`src/rtl/div_gen_seq.sv`:
```
// div_gen_seq: sequential unsigned radix-2 restoring divider.
// One quotient bit per clock; WIDTH-cycle latency; start/busy/done handshake.
// Optional feature macro: DIV_GEN_SEQ_ZERO_FAST_EN
//   defined   -> a start with B==0 completes at the acceptance edge (no RUN pass)
//   undefined -> B==0 runs the normal WIDTH-step path (same Q/R/DIV_ZERO values)
//
// Handshake: START is looked at only while BUSY==0; the edge that sees
// START=1 with BUSY=0 is the acceptance edge and captures A/B. DONE is a
// single-cycle pulse; Q/R/DIV_ZERO change only on the edge that raises DONE
// and hold until the next completion. START during BUSY is dropped.
module div_gen_seq #(
  parameter int WIDTH = 32
) (
  input  logic             CLK,
  input  logic             RST_N,
  input  logic             START,
  input  logic [WIDTH-1:0] A,
  input  logic [WIDTH-1:0] B,
  output logic             BUSY,
  output logic             DONE,
  output logic [WIDTH-1:0] Q,
  output logic [WIDTH-1:0] R,
  output logic             DIV_ZERO,
  output logic [0:0]       DBG_STATE
);

  localparam int CW = $clog2(WIDTH);

  localparam logic [0:0] S_IDLE = 1'b0;
  localparam logic [0:0] S_RUN  = 1'b1;

`ifdef DIV_GEN_SEQ_ZERO_FAST_EN
  localparam bit ZERO_FAST = 1'b1;
`else
  localparam bit ZERO_FAST = 1'b0;
`endif

  logic [0:0]       state_q, state_d;
  logic [CW-1:0]    cnt_q, cnt_d;
  // Dividend shifts out at the top while quotient bits shift in at the bottom,
  // so after WIDTH steps this register holds the full quotient.
  logic [WIDTH-1:0] dvd_q, dvd_d;
  logic [WIDTH-1:0] dvs_q, dvs_d;
  logic [WIDTH:0]   rem_q, rem_d;
  logic [WIDTH-1:0] q_q, q_d;
  logic [WIDTH-1:0] r_q, r_d;
  logic             dz_q, dz_d;
  logic             done_q, done_d;

  // One restoring step worth of datapath.
  logic [WIDTH:0]   rem_shift;
  logic [WIDTH+1:0] trial;
  logic             q_bit;
  logic [WIDTH:0]   rem_next;
  logic [WIDTH-1:0] dvd_next;
  logic             last_step;

  // Shift, trial-subtract and restore for the current RUN step.
  always_comb begin
    rem_shift = {rem_q[WIDTH-1:0], dvd_q[WIDTH-1]};
    // rem_q[WIDTH] is always 0 after a step; it acts as the guard bit so the
    // sign of the trial difference lands in trial[WIDTH+1].
    trial     = {rem_q[WIDTH], rem_shift} - {2'b00, dvs_q};
    q_bit     = ~trial[WIDTH+1];
    rem_next  = q_bit ? trial[WIDTH:0] : rem_shift;
    dvd_next  = {dvd_q[WIDTH-2:0], q_bit};
    last_step = (cnt_q == CW'(WIDTH - 1));
  end

  // Next-state and result-capture logic for the IDLE/RUN controller.
  always_comb begin
    state_d = state_q;
    cnt_d   = cnt_q;
    dvd_d   = dvd_q;
    dvs_d   = dvs_q;
    rem_d   = rem_q;
    q_d     = q_q;
    r_d     = r_q;
    dz_d    = dz_q;
    done_d  = 1'b0;
    case (state_q)
      S_IDLE: begin
        if (START && ZERO_FAST && (B == '0)) begin
          // Divide-by-zero short cut: the restoring result is known up front.
          q_d    = '1;
          r_d    = A;
          dz_d   = 1'b1;
          done_d = 1'b1;
        end else if (START) begin
          state_d = S_RUN;
          dvd_d   = A;
          dvs_d   = B;
          rem_d   = '0;
          cnt_d   = '0;
        end
      end
      S_RUN: begin
        rem_d = rem_next;
        dvd_d = dvd_next;
        cnt_d = cnt_q + CW'(1);
        if (last_step) begin
          q_d     = dvd_next;
          r_d     = rem_next[WIDTH-1:0];
          dz_d    = (dvs_q == '0);
          done_d  = 1'b1;
          state_d = S_IDLE;
        end
      end
      default: state_d = S_IDLE;
    endcase
  end

  // State and result registers; reset aborts any division in flight.
  always_ff @(posedge CLK or negedge RST_N) begin
    if (!RST_N) begin
      state_q <= S_IDLE;
      cnt_q   <= '0;
      dvd_q   <= '0;
      dvs_q   <= '0;
      rem_q   <= '0;
      q_q     <= '0;
      r_q     <= '0;
      dz_q    <= 1'b0;
      done_q  <= 1'b0;
    end else begin
      state_q <= state_d;
      cnt_q   <= cnt_d;
      dvd_q   <= dvd_d;
      dvs_q   <= dvs_d;
      rem_q   <= rem_d;
      q_q     <= q_d;
      r_q     <= r_d;
      dz_q    <= dz_d;
      done_q  <= done_d;
    end
  end

  assign BUSY      = (state_q == S_RUN);
  assign DONE      = done_q;
  assign Q         = q_q;
  assign R         = r_q;
  assign DIV_ZERO  = dz_q;
  assign DBG_STATE = state_q;

endmodule

```
`config.mk`:
```
export PLATFORM = sky130hd
export DESIGN_NAME = div_gen_seq
export DESIGN_NICKNAME = d
export VERILOG_FILES = /design/src/rtl/div_gen_seq.sv
export SDC_FILE = /design/constraint.sdc
export NUM_CORES = 1
export LEC_CHECK = 0
export CAP_MARGIN = 20
export CORE_ASPECT_RATIO = 1.25
export CORE_MARGIN = 8
export CORE_UTILIZATION = 49
export DETAILED_ROUTE_END_ITERATION = 16
export GPL_TIMING_DRIVEN = 0
export PLACE_DENSITY_LB_ADDON = 0.1
export SLEW_MARGIN = 20
export SYNTH_ARGS = -nofsm -noshare
export SYNTH_HDL_FRONTEND = slang
export SYNTH_SLANG_ARGS = --single-unit
```
`constraint.sdc`:
```
create_clock -name CLK -period 3 [get_ports CLK]
set_clock_uncertainty 0.15 [all_clocks]
set_input_delay 0.3 -clock CLK [delete_from_list [all_inputs] [get_ports CLK]]
set_output_delay 0.3 -clock CLK [all_outputs]
set_load 0.02 [all_outputs]
```
==> results.ini <==
[timing]
worst_slew_pin_slew_ns = 0.970
fmax_mhz = 300
hold_viol_final = 0
post-route-period-util_pct = 111
min_period_ns = 3.34
max_slew_margin_pct = 35.1
report.final.setup_viol = 66
rsz0062_at_grt = true
slew_viol_final = 0
setup_slack_ns = -0.335

[finish]
multi_input_area_um2 = 4710
seq_area_um2 = 4230
fin_util_pct = 66.5
area_delta_synth_final_pct = 35.0
drive_above_1_share_pct = 13.9
nNetsFinal = 1243
antenna_cells = 0
layout.cells.non_filler = 1382
n_fill_cell = 1469

[critical_path]
path_common_cell = mux2_4
crit_path_max_fanout = 8
worstPathArrival_ns = 3.50
cp_slowest_cell = dfrtp_1
startpoint_type = flop
crit_cells = 12
r2r_slack_ns = -0.34
path_delay_family = simple AND/OR/NAND/NOR gates
cp_num_buf_inv = 2
startpoint = rem_q[13]
worstRegToRegCells = 12
cp-end-kind = flop
r2r-start = rem_q[13]
path_cells = ha_4, buf_6, nand4_1, nor3_2, nand2_1, a211o_1, a21o_1, or3_1, and3_4, buf_12, mux2_4, mux2_4
crit_path_max_incr_delay_ns = 0.42
crit_type = flop to flop
critPathCapture = R[26]
worstReg2RegEnd = R[26]
crit_required_ns = 3.16

[placement]
dpl.cell_count = 1319
place_hpwl_um = 18500
port_buffers = 134
gp_congestion = 0.908

[clock_network]
cts_buffers = 17
clkTransAtPathRegs_ns = 0.07
htreeDepth = 4
cts_tree = done
clock_latency_ns = 0.43
clock_sinks = 169
cts-root-buf = clkbuf_16
cts_buffer_depth = 2

[route]
ant_nets = 0
wl_met3_um = 1710
dr.max_layer_used = met4
wl_met2_um = 12700
wl_per_cell_um = 18.4
drc = 0
num_vias = 7701
m1WireLength_um = 10300
drt-initial-drc-count = 606
via_per_inst = 5.57
routed_wl_um = 25400
dr.pass1.iters = 5

[min_path]
hold_path_class = input pin to asynchronous set/reset pin

[die]
die_w_um = 136
io-pin-count = 135
rows = 55
core-area_um2 = 17900
die-area_um2 = 22500
die_h_um = 166
initial_core_util_pct = 49.2

[synthesis]
ys_seq_area_share_pct = 48.0
synthCells = 955
synth_edf_count = 0
syn_nets = 1057
synth.distinct_cells = 56
async_flop_share_pct = 100
synth-main-ff-cell = dfrtp_1
synth_area_um2 = 8800
synth-seq-cells = 169
avgSynthCellArea_um2 = 9.22
yosys_warnings = 0

[grt]
grt_remaining_overflow = 0
track_usage_pct = 22.7
grt_pass1_vias = 8084
grt_pass1_wl_um = 41100
antenna_found_initial = 0
grt_max_degree = 67

[run_status]
status = finished, violations left
violations = setup timing

[run]
drv_cap = 0

-- layout by cell type, fill, tap and decap left out, types with 21 or more instances in the layout --
cell type	n
nand2_1	235
dfrtp_1	168
clkdlybuf4s50_1	133
o21ai_0	96
inv_1	35
clkbuf_1	34
mux2i_1	32
a21oi_1	32
buf_4	32
nor2_1	21
o22ai_1	21
-- registers in the layout (all words and copies together), names as in the netlist --
name	cells
Q	32
dvs_q	32
R	32
dvd_q	32
rem_q	33
cnt_q	5
DIV_ZERO	1
DONE	1
BUSY	1
-- cell type report --
cell class	instances	area share, %
Buffer	48	2.10
Clock buffer	17	3.58
Clock inverter	15	1.36
Inverter	43	1.36
Multi-Input combinational cell	692	39.6
Sequential cell	169	35.6
Tap cell	228	2.40
Timing Repair Buffer	170	14.0
-- what timing repair did --
action                                  in CTS  in global routing
pin swaps                                   21                  9
endpoints found under the hold margin       53                  0
hold buffers                                 1                  0
endpoints found under the setup margin      67                 66
resized for setup                           95                 25
buffers inserted                            23                 10
-- cells in the mapped netlist, types with 6 or more instances --
library cell / instances / share of area [%]
nor4_1: 10 / 0.71
ha_1: 34 / 4.8
a21o_1: 20 / 1.7
nand4_1: 8 / 0.57
nand3_1: 18 / 1.0
a21oi_1: 36 / 2.0
dfrtp_1: 169 / 48
mux2i_1: 54 / 6.1
o21ai_0: 113 / 6.4
o22ai_1: 21 / 1.5
and3_1: 13 / 0.92
a211oi_1: 6 / 0.51
xor2_1: 13 / 1.3
mux2_2: 12 / 1.5
buf_1: 8 / 0.34
clkbuf_1: 36 / 1.5
nand2_1: 236 / 10
inv_1: 41 / 1.7
nor2_1: 21 / 0.90
xnor2_1: 12 / 1.2
-- worst reg2reg max path, cell delays in order (launching register included) --
cell and delay (ns):
dfrtp_1 0.42, ha_4 0.28, buf_6 0.11, nand4_1 0.19, nor3_2 0.23, nand2_1 0.07, a211o_1 0.33, a21o_1 0.19
or3_1 0.32, and3_4 0.20, buf_12 0.15, mux2_4 0.31, mux2_4 0.26
-- per-stage QoR --
stage	cell area (um2)	hold WS, ns	setup WS, ns	setup TNS [ns]
after global routing	11900	0.242	-0.463	-25.78
after CTS	11700	0.226	-0.319	-14.51
after detailed placement	10600	0.0938	-0.746	-35.48
after floorplan	8870	-0.146	-0.203	-5.76
after global placement	10500	0.310	-5.60	-975.09
final	11900	0.206	-0.335	-15.99
-- cells by family after synthesis --
family / after synthesis / synth area share, %
mux: 71 / 8.53
fa+ha+maj: 35 / 5.06
buf+inv: 94 / 4.28
simple gates: 323 / 15.5
xor+xnor: 25 / 2.49
compound gates: 238 / 16.2
flops: 169 / 48.0
-- worst min path at each step --
stage	to	slack, ns	cells past startpoint
after floorplan	BUSY	-0.15	0
after global placement	Q[1]	0.31	2
after detailed placement	dvs_q[10]	0.09	1
after CTS	dvs_q[10]	0.23	2
after global routing	dvs_q[10]	0.24	2
final	dvs_q[10]	0.21	2
-- layer usage --
metal	vias to the layer above	GRT usage (%)
li1	3694	-
met1	3727	26.7
met2	240	38.3
met3	40	6.14
met4	0	9.05
met5	-	0
Power is left out: the tool's default activity adds up to more than one toggle a clock period on the data nets, which glitch-free logic cannot reach.
